[config.mk]
export PLATFORM = sky130hd
export DESIGN_NAME = ttc_frame_tx
export DESIGN_NICKNAME = d
export VERILOG_FILES = /design/src/rtl/ttc_pkg.sv /design/src/rtl/ttc_frame_tx.sv
export SDC_FILE = /design/constraint.sdc
export NUM_CORES = 1
export LEC_CHECK = 0
export ABC_CLOCK_PERIOD_IN_PS = 1760
export BUFFER_PORTS_ARGS = -buffer_cell sky130_fd_sc_hd__buf_2
export CAP_MARGIN = 20
export CORE_UTILIZATION = 28
export DETAILED_ROUTE_END_ITERATION = 10
export GPL_TIMING_DRIVEN = 0
export MAX_ROUTING_LAYER = met4
export SETUP_SLACK_MARGIN = 0.15
export SYNTH_ARGS = -nofsm -noshare
export SYNTH_HDL_FRONTEND = slang
export SYNTH_SLANG_ARGS = --single-unit
[constraint.sdc]
create_clock -name clk160 -period 1.76 [get_ports clk160]
set_input_delay 0.088 -clock clk160 [delete_from_list [all_inputs] [get_ports clk160]]
set_output_delay 0.088 -clock clk160 [all_outputs]
set_load 0.05 [all_outputs]
[src/rtl/ttc_pkg.sv]
// Constants and state type shared by the TTC frame transmitter and receiver.
package ttc_pkg;

    localparam int unsigned FRAME_BITS = 16;
    localparam logic [FRAME_BITS-1:0] SYNC_WORD_DEFAULT = 16'h817E;

    typedef enum logic {SYNC, RUN} ttc_state_e;

endpackage

[src/rtl/ttc_frame_tx.sv]
// Serial TTC frame transmitter: sends SYNC_WORD frames until the link is aligned, then user words
// through a one-entry holding register, with SYNC_WORD as the idle fill.
module ttc_frame_tx
    import ttc_pkg::*;
#(
    parameter logic [FRAME_BITS-1:0] SYNC_WORD   = SYNC_WORD_DEFAULT,
    parameter int unsigned           SYNC_REPEAT = 16
) (
    input  logic                  clk160,
    input  logic                  rst,
    input  logic [FRAME_BITS-1:0] tx_data,
    input  logic                  tx_valid,
    output logic                  tx_ready,
    input  logic                  resync,
    output logic                  dataout,
    output logic                  frame_start,
    output logic                  sync_done,
    output logic                  data_frame
);

    localparam int unsigned CW = $clog2(SYNC_REPEAT + 1);
    localparam int unsigned BW = $clog2(FRAME_BITS);
    localparam logic [CW-1:0] SYNC_MAX = CW'(SYNC_REPEAT);
    localparam logic [BW-1:0] LAST_BIT = BW'(FRAME_BITS - 1);

    ttc_state_e            state;
    logic [BW-1:0]         bit_cnt;
    logic [CW-1:0]         sync_cnt;
    logic [FRAME_BITS-1:0] shift;
    logic [FRAME_BITS-1:0] hold;
    logic                  hold_full;
    logic                  shift_is_data;
    logic                  resync_pend;

    logic                  accept;
    logic                  boundary;
    logic                  do_resync;
    logic                  enter_run;
    logic                  bypass;
    logic [CW-1:0]         sync_cnt_inc;

    assign tx_ready     = !hold_full && !rst;
    assign accept       = tx_valid && tx_ready;
    assign boundary     = (bit_cnt == LAST_BIT);
    // A request arriving in the boundary cycle itself takes effect at that boundary.
    assign do_resync    = resync_pend || resync;
    assign sync_cnt_inc = (sync_cnt == SYNC_MAX) ? sync_cnt : sync_cnt + 1'b1;
    assign enter_run    = !do_resync && ((state == RUN) || (sync_cnt_inc == SYNC_MAX));
    assign bypass       = boundary && enter_run && accept;

    always_ff @(posedge clk160) begin
        if (rst) begin
            state         <= SYNC;
            bit_cnt       <= '0;
            sync_cnt      <= '0;
            shift         <= SYNC_WORD;
            hold          <= '0;
            hold_full     <= 1'b0;
            shift_is_data <= 1'b0;
            resync_pend   <= 1'b0;
            dataout       <= 1'b0;
            frame_start   <= 1'b0;
            sync_done     <= 1'b0;
            data_frame    <= 1'b0;
        end else begin
            dataout     <= shift[FRAME_BITS-1];
            frame_start <= (bit_cnt == '0);
            data_frame  <= shift_is_data;
            sync_done   <= (state == RUN);
            // FRAME_BITS is a power of two, so the counter wraps 15 -> 0 naturally.
            bit_cnt     <= bit_cnt + 1'b1;

            if (accept && !bypass) begin
                hold      <= tx_data;
                hold_full <= 1'b1;
            end

            if (!boundary) begin
                shift <= {shift[FRAME_BITS-2:0], shift[FRAME_BITS-1]};
                if (resync) begin
                    resync_pend <= 1'b1;
                end
            end else begin
                resync_pend   <= 1'b0;
                shift         <= SYNC_WORD;
                shift_is_data <= 1'b0;
                if (do_resync) begin
                    state    <= SYNC;
                    sync_cnt <= '0;
                end else begin
                    sync_cnt <= sync_cnt_inc;
                    if (enter_run) begin
                        state <= RUN;
                        if (hold_full) begin
                            shift         <= hold;
                            shift_is_data <= 1'b1;
                            hold_full     <= 1'b0;
                        end else if (accept) begin
                            shift         <= tx_data;
                            shift_is_data <= 1'b1;
                        end
                    end
                end
            end
        end
    end

endmodule
* Word-level counts from Yosys, hierarchy flattened
Cells that the tools add are included.
** Cells by class
- Add/sub/neg operators :: 2
- Equal/unequal tests :: 3
- Multiplexer cells :: 18
- Reductions and logical operators :: 16
** Operators by type and width (count)
- $mux W16 :: 5
- $mux W1 :: 11
- $eq A5 B5 Y1 const B :: 2
- $mux W5 :: 2
- $logic_and A1 B1 Y1 :: 6
- $add A5 B1 Y5 const B :: 1
- $add A4 B1 Y4 const B :: 1
- $eq A4 B4 Y1 const B :: 1
- $logic_not A1 Y1 :: 4
- $logic_not A4 Y1 :: 1
- $logic_or A1 B1 Y1 :: 2
- $reduce_and A2 Y1 :: 1
- $reduce_bool A2 Y1 :: 1
- $reduce_or A2 Y1 :: 1
** Storage, ports and cells
- Bits in registers :: 49
- Input port bits :: 20
- Output and inout port bits :: 5
- Logic and storage cells :: 51

* Longest topological paths before layout
Gate-level depths: netlist (run 1).
- Word-level depth :: 14
- Gate-level depth with buffers :: 8
- Mapped depth without buffers :: 7

* Worst setup path before layout (run 1)
No wires, ideal clock.
- Path type :: register -> register
- Start :: register hold_full
- End :: register hold[10]
- Setup time :: 139 ps
- Arrival :: 1846 ps
- Data required time :: 1621 ps
- Slack :: -226 ps
- Stages on the path, launching flop included :: 8
- Buffers on the path :: 2
- Clock period less this slack :: 1986 ps
- Path through :: dfxtp_1 -> nor2_1 -> and2_1 -> buf_2 -> a32oi_2 -> buf_4 -> nand3_1 -> a21oi_2
** On the way
- Word-level cells in the longest chain between the ends :: 6
** RTL lines
- start, declared :: line ttc_frame_tx.sv:31 : logic hold_full;
- start signal, assigned :: line ttc_frame_tx.sv:58 : hold_full <= 1'b0;
- start signal, assigned :: line ttc_frame_tx.sv:75 : hold_full <= 1'b1;
- start signal, assigned :: line ttc_frame_tx.sv:97 : hold_full <= 1'b0;
- $logic_not A1 Y1 * :: line ttc_frame_tx.sv:42 : assign tx_ready = !hold_full && !rst;
- $logic_and A1 B1 Y1 * :: line ttc_frame_tx.sv:42
- via tx_ready :: line ttc_frame_tx.sv:13 : output logic tx_ready,
- $logic_and A1 B1 Y1 * :: line ttc_frame_tx.sv:43 : assign accept = tx_valid && tx_ready;
- $logic_and A1 B1 Y1 :: line ttc_frame_tx.sv:49 : assign bypass = boundary && enter_run && accept;
- $logic_not A1 Y1 :: line ttc_frame_tx.sv:73 : if (accept && !bypass) begin
- $logic_and A1 B1 Y1 * :: line ttc_frame_tx.sv:73
- end signal, assigned :: line ttc_frame_tx.sv:74 : hold <= tx_data;
- end, declared :: line ttc_frame_tx.sv:30 : logic [FRAME_BITS-1:0] hold;
The timed path passes the listed nets; every way through them passes the cells marked *.
A chain may end at the register's enable or synchronous reset.

* Worst setup path after layout (run 1)
- Start :: register sync_cnt[0]
- End :: register hold[7]
** On the way
- Word-level cells in the longest chain between the ends :: 9
- Elaborated cells on any way between the ends :: 10
- Classes of those cells :: add/sub (1); eq/ne (2); mux (1); reduce/logical (6)
** RTL lines
- start, declared :: line ttc_frame_tx.sv:28 : logic [CW-1:0] sync_cnt;
- start signal, assigned :: line ttc_frame_tx.sv:91 : sync_cnt <= sync_cnt_inc;
- $add A5 B1 Y5 or $eq A5 B5 Y1 (tied branches) :: line ttc_frame_tx.sv:47 : assign sync_cnt_inc = (sync_cnt == SYNC_MAX) ? sync_cnt : sync_cnt + 1'b1;
- $mux W5 * :: line ttc_frame_tx.sv:47
- $eq A5 B5 Y1 * :: line ttc_frame_tx.sv:48 : assign enter_run = !do_resync && ((state == RUN) || (sync_cnt_inc == SYNC_MAX));
- $logic_or A1 B1 Y1 * :: line ttc_frame_tx.sv:48
- $logic_and A1 B1 Y1 * :: line ttc_frame_tx.sv:48
- $logic_and A1 B1 Y1 * (2 in a row) :: line ttc_frame_tx.sv:49
- $logic_not A1 Y1 * :: line ttc_frame_tx.sv:73
- $logic_and A1 B1 Y1 * :: line ttc_frame_tx.sv:73
Mark *: on every way between the ends. The rest lies on a longest branch, timed or not.

==> reports/metrics.csv, run 1 <==
stage,metric,value,unit
min_path,hp-start,tx_data[13],
power_and_ir_drop,p_int,0.00176,W
setup_path,ff2ff_path_depth,7,
power_and_ir_drop,power_frac_comb,0.131,
floorplan,initial_core_util,0.294,
timing,fmax,0.558,GHz
route,routed_via_density,4.83,
setup_path,critPathKind,flip-flop to flip-flop,
min_path,hp-class,primary input to flip-flop,
setup_path,cp.required,1.94,ns
yosys,synth-seq-cells,49,
clocking,htree_levels,2,
clocking,clkSinkCount,49,
power_and_ir_drop,clkPwrFrac,0.370,
yosys,synth_nets,250,
route,ant_nets,0,
timing,maxSlewViolCount,0,
yosys,synth_top_cell_area_share,0.453,
setup_path,critPathTopFamily,compound AO/OA/AOI/OAI gates,
outcome,failed_checks,setup timing,
yosys,synth.area.top_cells,"dfxtp_1 45%, nand3_1 4.6%, o21ai_2 4.4%",
final_layout,nets,295,
yosys,synth_seq_area_share,0.453,
clocking,clk_pin_slew_worst_paths,0.10,ns
floorplan,fp.dieH,90.0,µm
global_routing,grt_max_degree,17,
final_layout,final_core_util,0.390,
global_routing,grt_usage,0.143,
setup_path,critPathCaptureType,flip-flop,
setup_path,path_cells,ha_4 > nand3_2 > xor2_4 > o31a_4 > buf_8 > o21ai_2 > a21oi_2,
placement,gp_congestion,0.755,
timing,finalSetupViolCount,17,
placement,placed_area,2470,µm²
route,firstDrtPassIters,4,
final_layout,final_cell_area,2880,µm²
clocking,cts_tree,built,
power_and_ir_drop,vdd_drop_max,394,µV
global_routing,grt.overflow.total,0,
timing,rsz0062_at_grt,yes,
min_path,worst_hold_path.num_cells,3,
global_routing,grt_pass1_wl,8.80,mm
route,post-route-drc-count,0,
placement,dp_hpwl,3.41,mm
placement,pre_cts_slack,-0.176,ns
floorplan,coreArea,7370,µm²
setup_path,path_buf_inv,1,
clocking,clockBufferDepth,2,
route,drt_iter0_drc,89,
power_and_ir_drop,power_switching_share,0.260,
run,maxCapViolCount,0,
outcome,status,"complete, but fails checks",
global_routing,grt_pass1_vias,1798,
final_layout,drive_above_1_share,0.412,
setup_path,critPathMaxFanout,10,
yosys,syn_inst,226,
setup_path,worst_ep_arrival_time,1.97,ns
yosys,yosysTopAreaCell,dfxtp_1,
setup_path,r2r_slack,-0.03,ns
floorplan,num_rows,31,
route,drt_wl_total,5.42,mm
timing,final.setup.worst_slack,-0.0331,ns
floorplan,die_x,90.0,µm
yosys,netlist_area,2170,µm²
power_and_ir_drop,powerDensity,828,nW/µm²
timing,slew_headroom,0.551,
route,wire_per_inst,14.6,µm
clocking,numCtsBuffers,5,
setup_path,reg2reg_to,hold[7],
setup_path,r2r-start,sync_cnt[0],
power_and_ir_drop,seqPwrFrac,0.499,
floorplan,top_level_ports,25,
setup_path,slowest_stage,o31a_4,
timing,worst_slew_pin_slew,0.674,ns
route,via_count,1792,
clocking,root_buffer,clkbuf_8,
power_and_ir_drop,leakage,1.00,nW
timing,fin_worst_skew,0.00605,ns
setup_path,start_kind,flip-flop,
placement,io_buffers,24,
min_path,whs_endpoint,hold[13],
global_routing,grt_antenna_before_repair,0,
yosys,synth.distinct_cells,42,
floorplan,dieArea,8100,µm²
final_layout,antenna_cells,0,
clocking,clkLatencyLatePin,0.31,ns
yosys,ys_warn_count,0,
setup_path,max_stage_delay,0.40,ns
power_and_ir_drop,switchingPower,0.000620,W
timing,hold_violations,0,
clocking,cts_hold_buf,0,
yosys,syn_avg_cell_area,9.59,µm²
timing,period_needed,1.79,ns
final_layout,syn2layout_area_growth,32.8,%
timing,min_period_over_period,1.02,
per-layer routing:
metal,vias up,part of all wire,track usage
met5,-,0,-
li1,903,-,-
met3,10,0.045,0.0415
met4,0,0.021,0.0484
met1,836,0.47,0.180
met2,43,0.46,0.221
cell usage after synthesis (all sizes together):
| master | number |
|---|---|
| a2111oi | 1 |
| a21oi | 24 |
| a22o | 1 |
| a22oi | 8 |
| a32o | 1 |
| a32oi | 1 |
| and2 | 1 |
| and3 | 1 |
| buf | 7 |
| clkbuf | 4 |
| dfxtp | 49 |
| ha | 4 |
| inv | 5 |
| nand2 | 17 |
| nand2b | 4 |
| nand3 | 20 |
| nand3b | 1 |
| nand4 | 1 |
| nand4bb | 1 |
| nor2 | 18 |
| nor2b | 5 |
| nor3 | 1 |
| nor4 | 1 |
| nor4b | 1 |
| o21a | 1 |
| o21ai | 32 |
| o21ba | 1 |
| o22ai | 8 |
| o31a | 1 |
| o31ai | 1 |
| or3b | 1 |
| xnor2 | 2 |
| xor2 | 2 |
how the worst max path moves through the flow:
stage                     start         to  slack (ns)  cells past startpoint
CTS                 sync_cnt[1]   shift[6]      -0.008                      8
detailed placement   bit_cnt[0]  shift[14]       -0.18                      5
finish              sync_cnt[0]    hold[7]       -0.03                      7
global route        sync_cnt[0]    hold[7]       -0.10                      7
global placement     bit_cnt[0]   shift[2]       -0.15                      5
floorplan           sync_cnt[0]  shift[15]        0.05                      7
registers in the layout, summed over array words and instances (netlist names):
signal / cells
bit_cnt: 4
data_frame: 1
dataout: 1
frame_start: 1
hold: 16
hold_full: 1
resync_pend: 1
shift: 16
shift_is_data: 1
state: 1
sync_cnt: 5
sync_done: 1
layout by cell type, fill, tap and decap left out, drive strengths merged, types with 5 or more instances in the layout:
cell / instances
dfxtp: 49
a21oi: 24
buf: 44
nor2b: 5
a22oi: 8
nor2: 18
clkbuf: 10
inv: 6
nand2: 17
o21ai: 33
nand3: 20
o22ai: 8
worst register-to-register path, stage by stage, from the launching register on:
cell and delay (ns):
dfxtp_4 0.39, ha_4 0.17, nand3_2 0.12, xor2_4 0.21
o31a_4 0.40, buf_8 0.17, o21ai_2 0.14, a21oi_2 0.06
per-stage QoR:
| step | cells | TNS (ns) | hold WS, ns | total power, W |
|---|---|---|---|---|
| global placement | 349 | -3.59 | 0.345 | 0.00149 |
| CTS | 367 | -0.0167 | 0.00812 | 0.00239 |
| floorplan | 226 | 0 | 0.220 | 0.00141 |
| detailed placement | 349 | -3.85 | 0.348 | 0.00149 |
| finish | 371 | -0.338 | 0.0122 | 0.00238 |
| global route | 371 | -1.52 | 0.000439 | 0.00249 |
layout make-up:
cell class	instances	area, µm²
clock buffers	6	82.6
inverters	5	23.8
fillers	772	4490
plain buffers	11	85.1
multi-input cells	162	1280
flip-flops and latches	49	997
repair buffers	37	241
clock inverters	2	41.3
well taps	99	124
power by group through the flow:
stage	logic, W	registers [W]	clock network, W
2_1_floorplan	0.000186	0.00122	0
3_3_place_gp	0.000277	0.00121	0
3_5_place_dp	0.000281	0.00121	0
4_1_cts	0.000298	0.00119	0.000902
5_1_grt	0.000344	0.00120	0.000951
6_report	0.000313	0.00119	0.000881
repair_timing:
item,in CTS,in global routing
endpoints found under the setup margin,40,39
cloned,1,0
buffers inserted,9,4
gates resized for setup,18,18
pin swaps,15,2
logic make-up after synthesis:
kind of cell / after synthesis / share of synthesized area
buffers and inverters: 16 / 0.0404
DFF: 49 / 0.453
AOI/OAI and AO/OA: 80 / 0.273
adders and majority gates: 4 / 0.0231
and+or+nand+nor: 73 / 0.192
xor gates and xnor gates: 4 / 0.0196
Power figures use the tool's default switching activity.
==> run 2: changes to the inputs <==
Settings changed: ABC_CLOCK_PERIOD_IN_PS 1760 to 1800, GPL_TIMING_DRIVEN 0 to 1, RECOVER_POWER from default to 25.
Clock period 1.76 ns to 1.8 ns, I/O delays scaled along.
==> reports/metrics.csv, run 2 (same netlist as run 1, synthesis figures left out) <==
stage,metric,value,unit,change
outcome,status,"complete, but fails checks",,unchanged
outcome,failed_checks,setup timing,,unchanged
power_and_ir_drop,powerDensity,756,nW/µm²,was 828 nW/µm²
setup_path,critPathLaunch,sync_cnt[1],,was sync_cnt[0]
setup_path,ff2ff_path_depth,8,,was 7
route,ant_nets,0,,unchanged
power_and_ir_drop,power_switching_share,0.285,,was 0.260
final_layout,final_cells,376,,was 371
global_routing,grt.overflow.total,0,,unchanged
global_routing,grt_usage,0.144,,was 0.143
floorplan,fp.dieH,90.0,µm,unchanged
clocking,cts_tree,built,,unchanged
route,via_count,1817,,"was 1,792"
setup_path,r2r-start,sync_cnt[1],,was sync_cnt[0]
route,top_layer,met4,,unchanged
timing,min_period_over_period,1.02,,about the same
setup_path,r2r_slack,-0.03,ns,about the same
setup_path,reg2reg_to,shift[10],,was hold[7]
timing,finalSetupViolCount,13,,was 17
setup_path,cp.required,2.04,ns,was 1.94 ns
clocking,numCtsBuffers,5,,unchanged
floorplan,coreArea,7370,µm²,unchanged
setup_path,crit_end,shift[10],,was hold[7]
global_routing,grt_pass1_vias,1734,,"was 1,798"
final_layout,final_cell_mix,"46 x dfxtp_1, 24 x buf_2, 24 x buf_4, 19 x nand3_1",,"was 42 x dfxtp_1, 25 x buf_2, 18 x nand3_1, 16 x nor2_1, 16 x nand2_1"
power_and_ir_drop,clkPwrFrac,0.324,,was 0.370
clocking,root_buffer,clkbuf_8,,unchanged
clocking,clkSinkCount,49,,unchanged
final_layout,nets,300,,was 295
final_layout,antenna_cells,0,,unchanged
route,wl_met1,2.68,mm,was 2.54 mm
timing,period_needed,1.83,ns,was 1.79 ns
route,wire_per_inst,14.7,µm,was 14.6 µm
route,drt_wl_total,5.53,mm,was 5.42 mm
power_and_ir_drop,power_frac_comb,0.143,,was 0.131
power_and_ir_drop,vdd_drop_max,304,µV,was 394 µV
timing,maxSlewViolCount,0,,unchanged
timing,final.setup.worst_slack,-0.0328,ns,was -0.0331 ns
clocking,cts_hold_buf,0,,unchanged
global_routing,grt_max_degree,31,,was 17
run,maxCapViolCount,0,,unchanged
setup_path,critPathKind,flip-flop to flip-flop,,unchanged
setup_path,worst_ep_arrival_time,2.08,ns,was 1.97 ns
route,routed_via_density,4.83,,about the same
clocking,clkLatencyLatePin,0.31,ns,about the same
final_layout,layout_commonest_cell,dfxtp_1,,unchanged
placement,dp_cells,356,,was 349
route,firstDrtPassIters,4,,unchanged
power_and_ir_drop,leakage,1.04,nW,was 1.00 nW
timing,worst_slew_pin_slew,0.508,ns,was 0.674 ns
timing,hold_violations,0,,unchanged
timing,fin_worst_skew,0.0108,ns,was 0.00605 ns
setup_path,critPathCaptureType,flip-flop,,unchanged
placement,gp_congestion,0.787,,was 0.755
final_layout,syn2layout_area_growth,32.5,%,was 32.8%
final_layout,num-fill-cells,739,,was 772
placement,dp_hpwl,3.39,mm,was 3.41 mm
clocking,clockBufferDepth,2,,unchanged
final_layout,reg_top3,"hold x16, shift x16, sync_cnt x5",,unchanged
clocking,clk_pin_slew_worst_paths,0.11,ns,was 0.10 ns
setup_path,critPathMaxFanout,5,,was 10
timing,slew_headroom,0.661,,was 0.551
final_layout,multi_input_area,1250,µm²,was 1280 µm²
power_and_ir_drop,switchingPower,0.000618,W,was 0.000620 W
min_path,hp-class,primary input to flip-flop,,unchanged
global_routing,grt_antenna_before_repair,0,,unchanged
route,drt_iter0_drc,64,,was 89
final_layout,drive_above_1_share,0.422,,was 0.412
power_and_ir_drop,p_int,0.00155,W,was 0.00176 W
setup_path,start_kind,flip-flop,,unchanged
power_and_ir_drop,seqPwrFrac,0.533,,was 0.499
floorplan,dieArea,8100,µm²,unchanged
timing,hold_ws,0.0237,ns,was 0.0122 ns
min_path,hp-start,tx_data[1],,was tx_data[13]
route,wl_met2,2.43,mm,was 2.52 mm
clocking,htree_levels,2,,unchanged
floorplan,die_x,90.0,µm,unchanged
timing,rsz0062_at_grt,yes,,unchanged
route,wl_met3,329,µm,was 246 µm
floorplan,num_rows,31,,unchanged
timing,fmax,0.546,GHz,was 0.558 GHz
placement,pre_cts_slack,-0.0388,ns,was -0.176 ns
final_layout,regArea,990,µm²,was 997 µm²
floorplan,top_level_ports,25,,unchanged
placement,io_buffers,24,,unchanged
route,post-route-drc-count,0,,unchanged
global_routing,grt_pass1_wl,8.99,mm,was 8.80 mm
floorplan,initial_core_util,0.294,,unchanged
run 2: how the worst min path moves through the flow:
stage / to / slack [ns] / cells past startpoint
4_1_cts: hold[1] / 0.02 / 3
3_5_place_dp: hold[14] / 0.35 / 3
2_1_floorplan: hold[10] / 0.22 / 2
5_1_grt: hold[12] / 0.02 / 3
6_report: hold[1] / 0.02 / 3
3_3_place_gp: hold[14] / 0.35 / 3
run 2: repair_timing:
action / in CTS / in global routing
setup buffers: 5 / 4
gates cloned: 2 / 1
endpoints found under the setup margin: 35 / 38
pin swaps: 17 / 8
gates resized for setup: 22 / 5
run 2: metrics by stage:
| step | instance area (µm²) | total power, W | utilization | TNS [ns] |
|---|---|---|---|---|
| 3_5_place_dp | 2550 | 0.00147 | 0.347 | -0.210 |
| 6_report | 2870 | 0.00217 | 0.390 | -0.246 |
| 5_1_grt | 2870 | 0.00227 | 0.390 | -2.05 |
| 4_1_cts | 2790 | 0.00217 | 0.379 | 0 |
| 2_1_floorplan | 2230 | 0.00138 | - | 0 |
| 3_3_place_gp | 2550 | 0.00146 | 0.347 | -0.0124 |
run 2: cell type report:
class,count,share of cell area
multi-input combinational,163,0.437
sequential,49,0.345
timing repair buffer,52,0.131
tap,99,0.0431
clock buffer,5,0.0240
clock inverter,3,0.0118
inverter,5,0.00828
run 2: power groups by stage:
stage / sequential [W] / clock (W) / combinational (W)
after global placement: 0.00118 / 0 / 0.000280
after global routing: 0.00116 / 0.000772 / 0.000339
after floorplan: 0.00119 / 0 / 0.000182
final: 0.00116 / 0.000704 / 0.000310
after CTS: 0.00116 / 0.000720 / 0.000294
after detailed placement: 0.00118 / 0 / 0.000281
run 2: metal layers:
metal  GRT usage  up-vias
li1            -      920
met1       0.210      837
met2       0.196       52
met3      0.0305        8
met4      0.0457        0
met5           -        -
run 2: critical path, stage by stage (launching register included):
cell and delay (ns):
dfxtp_4 0.38, inv_4 0.06, ha_4 0.14, nand4bb_4 0.12, nand2b_4 0.18, a2111oi_4 0.43, buf_4 0.22, o21ai_4 0.08
o21ai_1 0.16
